File: src/rtl/disparity_wta_if.sv
// Stream interface for disparity_wta.
//   in_valid/in_ready/in_sad      : incoming SAD cost beats, one per candidate
//   out_valid/out_ready           : result handshake
//   out_disp/out_cost/out_cost2   : winning index, minimum cost, runner-up cost
// master = producer/consumer side (testbench), slave = the WTA block.
interface disparity_wta_if #(
    parameter int unsigned SAD_W  = 12,
    parameter int unsigned DISP_W = 6
);
    logic              in_valid;
    logic              in_ready;
    logic [SAD_W-1:0]  in_sad;
    logic              out_valid;
    logic              out_ready;
    logic [DISP_W-1:0] out_disp;
    logic [SAD_W-1:0]  out_cost;
    logic [SAD_W-1:0]  out_cost2;

    modport master (
        output in_valid, in_sad, out_ready,
        input  in_ready, out_valid, out_disp, out_cost, out_cost2
    );

    modport slave (
        input  in_valid, in_sad, out_ready,
        output in_ready, out_valid, out_disp, out_cost, out_cost2
    );
endinterface

File: src/rtl/disparity_wta.sv
// Winner-take-all disparity selection.
// Accumulates MAX_DISP SAD cost beats per pixel, tracking the minimum cost,
// its index (lowest index wins ties) and the smallest non-winning cost, then
// presents the result until consumed.
//   clk   : rising-edge clock
//   rst_n : asynchronous active-low reset
//   bus   : disparity_wta_if.slave (input cost stream + result handshake)
module disparity_wta #(
    parameter int unsigned SAD_W    = 12,
    parameter int unsigned MAX_DISP = 64,
    parameter int unsigned DISP_W   = 6
) (
    input  logic             clk,
    input  logic             rst_n,
    disparity_wta_if.slave   bus
);

    localparam logic [DISP_W-1:0] LAST = DISP_W'(MAX_DISP - 1);

    typedef enum logic {
        ACCUM = 1'b0,
        HOLD  = 1'b1
    } state_t;

    state_t            state_q, state_d;
    logic [DISP_W-1:0] cnt_q, cnt_d;
    logic [SAD_W-1:0]  best_q, best_d;
    logic [DISP_W-1:0] win_q, win_d;
    logic [SAD_W-1:0]  second_q, second_d;
    logic [DISP_W-1:0] odisp_q, odisp_d;
    logic [SAD_W-1:0]  ocost_q, ocost_d;
    logic [SAD_W-1:0]  ocost2_q, ocost2_d;

    always_ff @(posedge clk or negedge rst_n) begin
        if (!rst_n) begin
            state_q  <= ACCUM;
            cnt_q    <= '0;
            best_q   <= '0;
            win_q    <= '0;
            second_q <= '0;
            odisp_q  <= '0;
            ocost_q  <= '0;
            ocost2_q <= '0;
        end else begin
            state_q  <= state_d;
            cnt_q    <= cnt_d;
            best_q   <= best_d;
            win_q    <= win_d;
            second_q <= second_d;
            odisp_q  <= odisp_d;
            ocost_q  <= ocost_d;
            ocost2_q <= ocost2_d;
        end
    end

    always_comb begin
        state_d  = state_q;
        cnt_d    = cnt_q;
        best_d   = best_q;
        win_d    = win_q;
        second_d = second_q;
        odisp_d  = odisp_q;
        ocost_d  = ocost_q;
        ocost2_d = ocost2_q;
        case (state_q)
            ACCUM: begin
                if (bus.in_valid) begin
                    if (cnt_q == '0) begin
                        best_d   = bus.in_sad;
                        win_d    = '0;
                        second_d = '1;
                    end else if (bus.in_sad < best_q) begin
                        second_d = best_q;
                        best_d   = bus.in_sad;
                        win_d    = cnt_q;
                    end else if (bus.in_sad < second_q) begin
                        second_d = bus.in_sad;
                    end
                    if (cnt_q == LAST) begin
                        // Result registers capture the post-update values so the
                        // outputs only change when a new result is presented.
                        cnt_d    = '0;
                        state_d  = HOLD;
                        odisp_d  = win_d;
                        ocost_d  = best_d;
                        ocost2_d = second_d;
                    end else begin
                        cnt_d = cnt_q + DISP_W'(1);
                    end
                end
            end
            HOLD: begin
                if (bus.out_ready) begin
                    state_d = ACCUM;
                end
            end
            default: state_d = ACCUM;
        endcase
    end

    // Handshake outputs decode the state register only: no out_ready->in_ready path.
    assign bus.in_ready  = (state_q == ACCUM);
    assign bus.out_valid = (state_q == HOLD);
    assign bus.out_disp  = odisp_q;
    assign bus.out_cost  = ocost_q;
    assign bus.out_cost2 = ocost2_q;

endmodule

File: src/flat_wrapper.sv
// flat-port wrapper written by rule: the top's interface ports become plain ports
module disparity_wta_flat 
#(
    parameter int unsigned SAD_W    = 12,
    parameter int unsigned MAX_DISP = 64,
    parameter int unsigned DISP_W   = 6
)
  (clk, rst_n, bus_in_valid, bus_in_sad, bus_out_ready, bus_in_ready, bus_out_valid, bus_out_disp, bus_out_cost, bus_out_cost2);
  disparity_wta_if #(.SAD_W(SAD_W), .DISP_W(DISP_W)) bus_i ();
  input  logic clk;
  input  logic rst_n;
  input wire logic [$bits(bus_i.in_valid)-1:0] bus_in_valid;
  input wire logic [$bits(bus_i.in_sad)-1:0] bus_in_sad;
  input wire logic [$bits(bus_i.out_ready)-1:0] bus_out_ready;
  output wire logic [$bits(bus_i.in_ready)-1:0] bus_in_ready;
  output wire logic [$bits(bus_i.out_valid)-1:0] bus_out_valid;
  output wire logic [$bits(bus_i.out_disp)-1:0] bus_out_disp;
  output wire logic [$bits(bus_i.out_cost)-1:0] bus_out_cost;
  output wire logic [$bits(bus_i.out_cost2)-1:0] bus_out_cost2;
  assign bus_i.in_valid = bus_in_valid;
  assign bus_i.in_sad = bus_in_sad;
  assign bus_i.out_ready = bus_out_ready;
  assign bus_in_ready = bus_i.in_ready;
  assign bus_out_valid = bus_i.out_valid;
  assign bus_out_disp = bus_i.out_disp;
  assign bus_out_cost = bus_i.out_cost;
  assign bus_out_cost2 = bus_i.out_cost2;
  disparity_wta #(.SAD_W(SAD_W), .MAX_DISP(MAX_DISP), .DISP_W(DISP_W)) u_core (.clk(clk), .rst_n(rst_n), .bus(bus_i));
endmodule
File: config.mk
export PLATFORM = sky130hd
export DESIGN_NAME = disparity_wta_flat
export DESIGN_NICKNAME = d
export VERILOG_FILES = /design/src/rtl/disparity_wta_if.sv /design/src/rtl/disparity_wta.sv /design/src/flat_wrapper.sv
export SDC_FILE = /design/constraint.sdc
export NUM_CORES = 1
export LEC_CHECK = 0
export ABC_AREA = 1
export CORE_AREA = 2 2 93 86
export DETAILED_ROUTE_END_ITERATION = 8
export DIE_AREA = 0 0 95 88
export GPL_TIMING_DRIVEN = 0
export PLACE_DENSITY_LB_ADDON = 0.12
export SYNTH_ARGS = -nofsm -noshare
export SYNTH_HDL_FRONTEND = slang
export SYNTH_SLANG_ARGS = --single-unit
File: constraint.sdc
create_clock -name clk -period 2.1 [get_ports clk]
set_input_delay 0.42 -clock clk [delete_from_list [all_inputs] [get_ports clk]]
set_output_delay 0.42 -clock clk [all_outputs]
set_load 0.02 [all_outputs]
==> results of run 1 <==
[logic make-up (layout without fill, tap and decap cells)]
kind of cell,after synthesis,after routing,share of synthesized area
AO/OA/AOI/OAI,24,24,0.0325
XOR/XNOR,2,2,0.00433
adder cells (fa/ha/maj),24,24,0.0743
buffers and inverters,103,167,0.117
flip-flops,67,67,0.415
AND/OR/NAND/NOR,328,328,0.357
[metrics by stage]
step	util	setup slack (ns)	hold WS (ns)	area, sq um
5_1_grt	0.661	-0.0101	0.234	4890
2_1_floorplan	-	0.350	0.124	4040
3_3_place_gp	0.627	-1.71	0.461	4630
3_5_place_dp	0.626	-0.397	0.464	4630
6_report	0.661	0.127	0.157	4890
4_1_cts	0.655	0.00525	0.205	4840
[Yosys cell counts, types with 7 or more instances]
cell	count	area share
nand4_1	12	0.019
nand2_2	15	0.023
buf_6	8	0.022
inv_1	73	0.068
nand2_1	210	0.19
clkbuf_1	7	0.0065
o21ai_1	11	0.014
ha_1	24	0.074
nand3_1	75	0.093
a21oi_1	7	0.0087
dfrtp_1	67	0.41
[power groups by stage]
stage                     registers, mW  clock network, mW  logic (mW)
after CTS                          2.23               1.12        4.10
after detailed placement           2.23                  0        4.05
after global routing               2.31               1.18        4.68
after global placement             2.22                  0        3.93
final                              2.23               1.11        4.18
after floorplan                    2.49                  0        2.54
[layer usage]
layer  up-vias  part of all wire
li1       1822                 -
met1      1716              0.49
met2       128              0.44
met3        12             0.060
met4         0             0.013
met5         -                 0
[layout make-up]
| type | instances | area [sq um] |
|---|---|---|
| sequential | 67 | 1680 |
| fill | 636 | 2510 |
| inverter | 78 | 293 |
| clock inverter | 7 | 78.8 |
| buffer | 25 | 185 |
| tap | 96 | 120 |
| multi-input combinational | 378 | 1920 |
| timing repair buffer | 48 | 493 |
| clock buffer | 9 | 124 |
[timing repair]
item,in CTS,in global routing
hold buffers,0,0
endpoints found under the hold margin,0,0
pin swaps,1,2
gates resized for setup,1,12
setup buffers,1,0
setup endpoints to repair,1,58
[worst max-delay path, delay by kind of cell, from the launching register on]
family                   cells  cell delay (ns)
adder cells (fa/ha/maj)      1             0.26
flip-flops                   1             0.40
AO/OA/AOI/OAI                2             0.36
AND/OR/NAND/NOR              6             0.56
buffers and inverters        2             0.28
[worst max path at each step]
stage / from / to / slack, ns / cells after the start
after floorplan: bus_in_sad[11] / u_core.best_q[1] / 0.35 / 12
after global placement: rst_n / u_core.bus.out_disp[1] / -1.71 / 1
after detailed placement: bus_in_sad[7] / u_core.bus.out_cost[4] / -0.40 / 11
after CTS: bus_in_sad[7] / u_core.bus.out_cost[4] / 0.005 / 11
after global routing: u_core.second_q[11] / u_core.bus.out_cost2[3] / -0.01 / 14
final: u_core.best_q[7] / u_core.bus.out_cost2[10] / 0.13 / 11
[registers in the layout, summed over array words and instances (netlist names)]
signal                flops
u_core.bus.out_valid      1
u_core.bus.out_disp       6
u_core.cnt_q              6
u_core.bus.out_cost      12
u_core.best_q            12
u_core.bus.out_cost2     12
u_core.win_q              6
u_core.second_q          12
==> metrics.md, run 1 <==
| Metric | Value |
|---|---|
| Status | completed |
| Distinct cells, synth | 24 |
| Rows | 30 |
| Die area | 0.00836 sq mm |
| R2R setup slack | 0.13 ns |
| Clock sink count | 67 |
| Syn avg cell area | 7.38 sq um |
| Diode count | 0 |
| Worst-path clk slew | 0.09 ns |
| Mapped Area | 0.00404 sq mm |
| Warnings, synthesis | 0 |
| Pwr per Cell Area | 1540 mW/mm^2 |
| CTS tree | done |
| Setup_tns | 0 ns |
| Met1 GRT Util | 0.399 |
| Crit path capture type | flip-flop |
| Number of global-route vias before repair | 3590 |
| Seq/Total Area, Yosys | 0.415 |
| #FFs+latches synth | 67 |
| Reg power frac | 0.297 |
| Die W | 95 um |
| Crit-path slowest cell | dfrtp_1 |
| Combinational Power Share | 0.556 |
| Core area | 0.00739 sq mm |
| Ys flop type | dfrtp_1 |
| WP data arrival | 2.22 ns |
| Crit path top cell by count | nand2_1 |
| Pre-Repair DR Iteration Count | 5 |
| Switching share of power | 0.457 |
| Die Y | 88 um |
| I/O pins | 48 |
| Post-DRT Antenna Nets | 0 |
| Number of max-slew violations in the final report | 0 |
| Pint | 4.09 mW |
| Post-synth EDFFs | 0 |
| Switching Power | 3.43 mW |
| Slew at the pin closest to its max-slew limit | 0.860 ns |
| P_leak | 2.74 nW |
| Initial cell density of the core | 0.547 |
| Worst rel slew slack | 0.427 |
| Clock Skews | 0.0151 ns |
| Initial antenna violation count | 0 |
| Worst vdd ir | 0.739 mV |
| HP Class | input pin to asynchronous set/reset pin |
| Post-Synthesis Cells | 548 |
| Port bufs | 47 |
| Commonest non-fill, non-tap cells in the layout | nand2_1 (210), nand3_1 (75), inv_1 (73) |
| Cell chain of the critical path | inv_1 -> ha_1 -> a21oi_1 -> nand2_1 -> a21oi_4 -> nand2_4 -> buf_6 -> nand3_1 -> nand2_1 -> nand2_1 -> nand2_1 |
| Final Non-Filler Cells | 708 |
| CP startpoint kind | flip-flop |
| Final WL | 10500 um |
| Global-route wire length before repair | 17200 um |
| Routability cong. | 0.948 |
| Worst reg2reg path endpoint | u_core.bus.out_cost2[10] |
| Total Routing Usage GR | 0.270 |
| Vias post-DR | 3678 |
| Min Tclk post-route | 1.97 ns |
| Drt drc | 0 |
| Max cap viols | 0 |
| Worst-skew pair later-pin latency | 0.36 ns |
| WL per Instance | 14.8 um |
| Most common cell after layout, fill and taps aside | nand2_1 |
| Final HPWL DP | 7370 um |
| Final period util | 0.939 |
| Drt initial violations | 270 |
| Synthesis-to-layout area growth | 20.9% |
| Total grt overflow | 0 |
| Mapped Nets | 588 |
| Met2 Use GR | 0.396 |
| Critical setup path kind | flip-flop to flip-flop |
| Largest net degree at the start of global routing | 68 |
| Via-per-instance ratio | 5.19 |
| Clock Tree Buf Depth | 2 |
| CP Data Required Time | 2.35 ns |
| Final setup viols | 0 |
| Power Total | 7.52 mW |
| Max stage delay on crit path | 0.40 ns |
| Worst Path Max Fanout | 10 |
| Post-placement cell count | 691 |
| FMAX | 0.507 GHz |
| GR peak layer | met1 |
| FF-to-FF Start | u_core.best_q[7] |
| Asr flop ratio synth | 1.00 |
| Met3 GRT Util | 0.0594 |
| Final Hold Vio Count | 0 |
| Reg2reg path depth | 11 |
| Root buf cell | clkbuf_8 |
| CTS Buf Count | 9 |
| Layout cells sized above 1 | 0.113 |
| Final net count | 647 |
| Clk pwr share | 0.147 |
| # H-tree levels | 3 |
Power figures use the tool's default switching activity.
==> run 2: changes to the inputs <==
CORE_AREA = 2 2 88 90   (was 2 2 93 86)
DIE_AREA = 0 0 90 92   (was 0 0 95 88)
==> metrics.md, run 2 (synthesis gave the netlist of run 1 again) <==
| Metric | Value |
|---|---|
| CP Data Required Time | 2.34 ns (about the same) |
| Slew at the pin closest to its max-slew limit | 0.855 ns (-0.00416 ns) |
| Routability cong. | 0.862 (-9.0%) |
| Final Hold Vio Count | 0 (unchanged) |
| Die Y | 92 um (+4.5%) |
| Final period util | 0.925 (-0.0147) |
| Drt drc | 0 (unchanged) |
| Met2 Use GR | 0.435 (+0.0390) |
| P_leak | 2.76 nW (+0.93%) |
| Total grt overflow | 0 (unchanged) |
| Synthesis-to-layout area growth | 21.9% |
| Initial antenna violation count | 0 (unchanged) |
| Layout cells sized above 1 | 0.117 (+0.00452) |
| Post-DRT Antenna Nets | 0 (unchanged) |
| CP startpoint kind | flip-flop |
| Final setup viols | 0 (unchanged) |
| Reg power frac | 0.299 (+0.002) |
| Hold slack | 0.144 ns (-0.0133 ns) |
| Total Routing Usage GR | 0.261 (-0.00876) |
| HP Class | input pin to asynchronous set/reset pin |
| Global-route wire length before repair | 17400 um (+1.0%) |
| Critical setup path kind | flip-flop to flip-flop |
| Final WL | 10200 um (-2.6%) |
| Switching Power | 3.34 mW (-2.6%) |
| Number of global-route vias before repair | 3670 (+2.2%) |
| Clock sink count | 67 (unchanged) |
| Die area | 0.00828 sq mm (-0.96%) |
| Largest net degree at the start of global routing | 68 (unchanged) |
| Worst rel slew slack | 0.430 (+0.00277) |
| Number of max-slew violations in the final report | 0 (unchanged) |
| WL per Instance | 14.2 um (-3.7%) |
| Diode count | 0 (unchanged) |
| Most common cell after layout, fill and taps aside | nand2_1 |
| Via-per-instance ratio | 5.15 (-0.82%) |
| Clock Skews | 0.00679 ns (-0.00832 ns) |
| Switching share of power | 0.449 (-0.00791) |
| I/O pins | 48 (unchanged) |
| Met3 GRT Util | 0.0378 (-0.0216) |
| Max cap viols | 0 (unchanged) |
| Min Tclk post-route | 1.94 ns (-0.0309 ns) |
| Hold-fix buffers, CTS | 0 (unchanged) |
| Final net count | 649 (+0.31%) |
| Port bufs | 47 (unchanged) |
| Die W | 90 um (-5.3%) |
| Final HPWL DP | 7380 um (+0.21%) |
| Worst-path clk slew | 0.08 ns (about the same) |
| Clk pwr share | 0.142 (-0.005) |
| Worst vdd ir | 0.836 mV (+13%) |
| Worst-skew pair later-pin latency | 0.35 ns (about the same) |
| Initial cell density of the core | 0.543 (-0.00386) |
| FMAX | 0.515 GHz (+1.6%) |
| Core area | 0.00745 sq mm (+0.71%) |
| Drt initial violations | 165 (-39%) |
| CTS Buf Count | 9 (unchanged) |
| Met1 GRT Util | 0.352 (-0.0463) |
| Pre-Repair DR Iteration Count | 5 (unchanged) |
| Pwr per Cell Area | 1510 mW/mm^2 (-1.7%) |
| Worst setup slack after placement | -0.337 ns (+0.0599 ns) |
| CTS tree | done |
| Root buf cell | clkbuf_8 |
| Unrepaired setup endpoints after global routing | yes |
| Clock Tree Buf Depth | 2 (unchanged) |
| Commonest non-fill, non-tap cells in the layout | nand2_1 (209), nand3_1 (75), inv_1 (73) |
| Status | completed |
| Combinational Power Share | 0.560 (+0.004) |
| Vias post-DR | 3689 (+0.30%) |
| Pint | 4.11 mW (+0.59%) |
| Final worst slack | 0.158 ns (+0.0309 ns) |
| WP data arrival | 2.18 ns (-0.04 ns) |
| Crit path capture type | flip-flop |
| GR peak layer | met2 |
| Worst Path Max Fanout | 10 (unchanged) |
| # H-tree levels | 3 (unchanged) |
| Rows | 32 (+6.7%) |
run 2: cell types whose count changed in the layout (fill, tap and decap cells not counted), sizes merged:
cell / change
dlymetal6s2s: +1
buf: +3
clkinv: +1
clkbuf: +1
clkinvlp: -3
clkdlybuf4s50: -1
run 2: path summary, 6_finish.rpt:
check                                             start                 endpoint  slack [ns]  depth (start not counted)
max in group asynchronous                         rst_n         u_core.best_q[7]        1.35                          1
worst max register to register         u_core.best_q[7]  u_core.bus.out_cost2[0]        0.16                         13
worst min register to register  u_core.bus.out_cost2[3]  u_core.bus.out_cost2[3]        0.48                          2
min in group clk                u_core.bus.out_cost2[3]  u_core.bus.out_cost2[3]        0.48                          2
worst min-delay path                              rst_n       u_core.second_q[9]        0.14                          1
worst max-delay path                   u_core.best_q[7]  u_core.bus.out_cost2[0]        0.16                         13
run 2: layout make-up:
cell class,count,area [sq um]
plain buffers,25,185
clock buffers,11,131
clock inverters,5,53.8
fillers,676,2520
inverters,78,293
multi-input cells,378,1950
flip-flops and latches,67,1680
well taps,102,128
repair buffers,50,510
run 2: what timing repair did:
item                       CTS  global route
setup endpoints to repair    0            60
gates resized for setup      0            19
buffers inserted             0             3
run 2: routing by layer:
layer | part of all wire | up-vias | wire, um
li1 | - | 1833 | -
met1 | 0.45 | 1716 | 4590
met2 | 0.48 | 123 | 4940
met3 | 0.048 | 17 | 489
met4 | 0.016 | 0 | 167
met5 | 0 | - | 0
run 2: critical path, stage by stage, from the launching register on:
cell and delay (ns):
dfrtp_1 0.38, inv_1 0.16, ha_4 0.23, nand2_1 0.07, inv_1 0.05, nand2_1 0.06, nand2_1 0.08, a21oi_4 0.20
nand2_4 0.12, buf_6 0.16, nand3_1 0.08, nand2_1 0.10, nand2_1 0.10, nand2_1 0.06
run 2: power groups by stage:
stage	sequential [mW]	combinational (mW)	clock, mW
after detailed placement	2.23	4.01	0
after global placement	2.22	3.91	0
after floorplan	2.49	2.54	0
after CTS	2.22	4.04	1.07
final	2.23	4.17	1.06
after global routing	2.30	4.72	1.11
run 2: per-stage QoR:
step	area, sq um	TNS [ns]	power [mW]	cells	utilization
after floorplan	4040	0	5.03	548	-
after global placement	4640	-125.93	6.13	697	0.623
after detailed placement	4640	-17.06	6.25	697	0.623
after CTS	4820	0	7.34	713	0.648
after global routing	4930	-0.0176	8.12	716	0.662
final	4930	0	7.45	716	0.662
==> run 3: changes to the inputs <==
REMOVE_ABC_BUFFERS = 1   (was not set)
==> metrics.md, run 3 (synthesis gave the netlist of run 1 again) <==
| Metric | Value |
|---|---|
| Port bufs | 47 (unchanged) |
| Die Y | 92 um (unchanged) |
| Max stage delay on crit path | 0.39 ns (about the same) |
| Die area | 0.00828 sq mm (unchanged) |
| Final setup viols | 0 (unchanged) |
| HP Class | input pin to asynchronous set/reset pin |
| Power Total | 8.21 mW (+10%) |
| Most common cell after layout, fill and taps aside | nand2_1 |
| Layout cells sized above 1 | 0.160 (+0.0423) |
| WL per Instance | 15.0 um (+5.2%) |
| Number of max-slew violations in the final report | 0 (unchanged) |
| Slew at the pin closest to its max-slew limit | 0.860 ns (+0.00507 ns) |
| Reg2reg path depth | 12 (-1) |
| CP Data Required Time | 2.34 ns (about the same) |
| Critical setup path kind | flip-flop to flip-flop |
| Diode count | 0 (unchanged) |
| Crit path capture type | flip-flop |
| # H-tree levels | 3 (unchanged) |
| Switching share of power | 0.447 (-0.00138) |
| Initial antenna violation count | 0 (unchanged) |
| WP data arrival | 2.32 ns (+0.14 ns) |
| Vias post-DR | 3838 (+4.0%) |
| Die W | 90 um (unchanged) |
| Total grt overflow | 0 (unchanged) |
| Min Tclk post-route | 2.07 ns (+0.133 ns) |
| Initial cell density of the core | 0.543 (unchanged) |
| Final net count | 649 (unchanged) |
| CTS tree | done |
| Worst Path Max Fanout | 8 (-2) |
| Switching Power | 3.67 mW (+9.8%) |
| Placed standard-cell area | 0.00446 sq mm (-3.9%) |
| Routability cong. | 0.854 (-0.95%) |
| Crit-path slowest cell | dfrtp_1 |
| Drt initial violations | 271 (+64%) |
| Final Non-Filler Cells | 716 (unchanged) |
| Clk pwr share | 0.149 (+0.007) |
| Final WL | 10700 um (+5.2%) |
| Post-placement cell count | 672 (-3.6%) |
| Total Routing Usage GR | 0.263 (+0.00121) |
| Via-per-instance ratio | 5.36 (+4.0%) |
| CTS Buf Count | 9 (unchanged) |
| I/O pins | 48 (unchanged) |
| Max cap viols | 0 (unchanged) |
| Pwr per Cell Area | 1580 mW/mm^2 (+4.5%) |
| Final HPWL DP | 5740 um (-22%) |
| Global-route wire length before repair | 17400 um (+0.20%) |
| Worst vdd ir | 0.696 mV (-17%) |
| Rows | 32 (unchanged) |
| Top delay family on crit path | simple AND/OR/NAND/NOR gates |
| Combinational Power Share | 0.581 (+0.021) |
| Clock Skews | 0.0122 ns (+0.00544 ns) |
| Pre-Repair DR Iteration Count | 5 (unchanged) |
| Reg power frac | 0.270 (-0.029) |
| Worst rel slew slack | 0.426 (-0.00338) |
| Worst-path clk slew | 0.07 ns (about the same) |
| Pint | 4.54 mW (+10%) |
| CP bufs+invs | 3 (unchanged) |
| P_leak | 2.84 nW (+3.0%) |
| Number of global-route vias before repair | 3735 (+1.8%) |
| Unrepaired setup endpoints after global routing | yes |
| FMAX | 0.482 GHz (-6.4%) |
| Post-DRT Antenna Nets | 0 (unchanged) |
| Finished Cell Area | 0.00520 sq mm (+5.4%) |
| Drt drc | 0 (unchanged) |
| Cell chain of the critical path | inv_2 -> ha_4 -> nand2_1 -> inv_2 -> nand3_4 -> nor3_4 -> nand2_4 -> nand2_4 -> buf_4 -> nand3_1 -> nand3_1 -> o21ai_1 |
| Final Hold Vio Count | 0 (unchanged) |
| Root buf cell | clkbuf_8 |
| Core area | 0.00745 sq mm (unchanged) |
| Crit path depth | 12 (-1) |
| Largest net degree at the start of global routing | 68 (unchanged) |
| Synthesis-to-layout area growth | 28.5% |
| Clock Tree Buf Depth | 2 (unchanged) |
| CP startpoint kind | flip-flop |
| Clock sink count | 67 (unchanged) |
| Final period util | 0.988 (+0.0631) |
| Commonest non-fill, non-tap cells in the layout | nand2_1 (205), nand3_1 (74), dfrtp_1 (67) |
| Layout Utilization | 0.698 (+0.0360) |
| Worst-skew pair later-pin latency | 0.36 ns (about the same) |
| Status | completed |
==> run 3: changes by cell type in the layout (fill, tap and decap cells not counted), sizes merged, moves of 2 or more <==
cell / change
clkbuf: -8
nand2: +4
buf: +2
clkinvlp: +2
==> run 3: path summary, 6_finish.rpt <==
path | start | endpoint | slack [ns]
min in group clk | u_core.bus.out_cost2[9] | u_core.bus.out_cost2[9] | 0.48
setup / recovery | u_core.best_q[7] | u_core.best_q[2] | 0.03
hold / removal | rst_n | u_core.bus.out_cost2[9] | 0.16
hold reg to reg | u_core.bus.out_cost2[9] | u_core.bus.out_cost2[9] | 0.48
max in group asynchronous | rst_n | u_core.second_q[1] | 1.36
setup reg to reg | u_core.best_q[7] | u_core.best_q[2] | 0.03
==> run 3: per-stage QoR <==
| step | setup WS (ns) | setup TNS, ns | hold slack, ns |
|---|---|---|---|
| after floorplan | -0.671 | -19.88 | 0.124 |
| after global placement | -2.38 | -220.34 | 0.461 |
| after detailed placement | -2.41 | -104.54 | 0.464 |
| after CTS | 0.0164 | 0 | 0.211 |
| after global routing | -0.0787 | -2.04 | 0.266 |
| final | 0.0255 | 0 | 0.162 |
==> run 3: worst register-to-register path: cells and delay by family (launching register included) <==
| family | cells | cell delay, ns |
|---|---|---|
| AOI/OAI and AO/OA | 1 | 0.06 |
| adders and majority gates | 1 | 0.27 |
| buffers and inverters | 3 | 0.32 |
| DFF | 1 | 0.39 |
| and+or+nand+nor | 7 | 0.94 |
==> run 3: layout make-up <==
class	instances	area, sq um
clock buffer	10	138
clock inverter	6	88.8
fill	577	2250
inverter	78	318
multi-input combinational	382	2120
sequential	67	1680
tap	102	128
timing repair buffer	71	728
==> run 3: power by group through the flow <==
stage	Sequential [mW]	Clock, mW	Combinational, mW
finish	2.22	1.23	4.77
global route	2.29	1.30	5.27
CTS	2.20	1.24	4.33
detailed placement	2.22	0	3.75
global placement	2.20	0	3.65
floorplan	2.49	0	2.30
==> run 3: what timing repair did <==
item                                    4_1_cts  5_1_grt
pin swaps                                     5       12
buffers inserted                             14        9
cloned                                        4        1
resized for setup                            23       38
hold buffers                                  0        0
endpoints found under the setup margin       66       61
==> run 3: per-layer routing <==
metal / GRT usage / routed length (um) / vias to the layer above
li1: - / - / 1847
met1: 0.346 / 4650 / 1803
met2: 0.432 / 5090 / 149
met3: 0.0477 / 675 / 39
met4: 0.101 / 299 / 0
met5: 0 / 0 / -
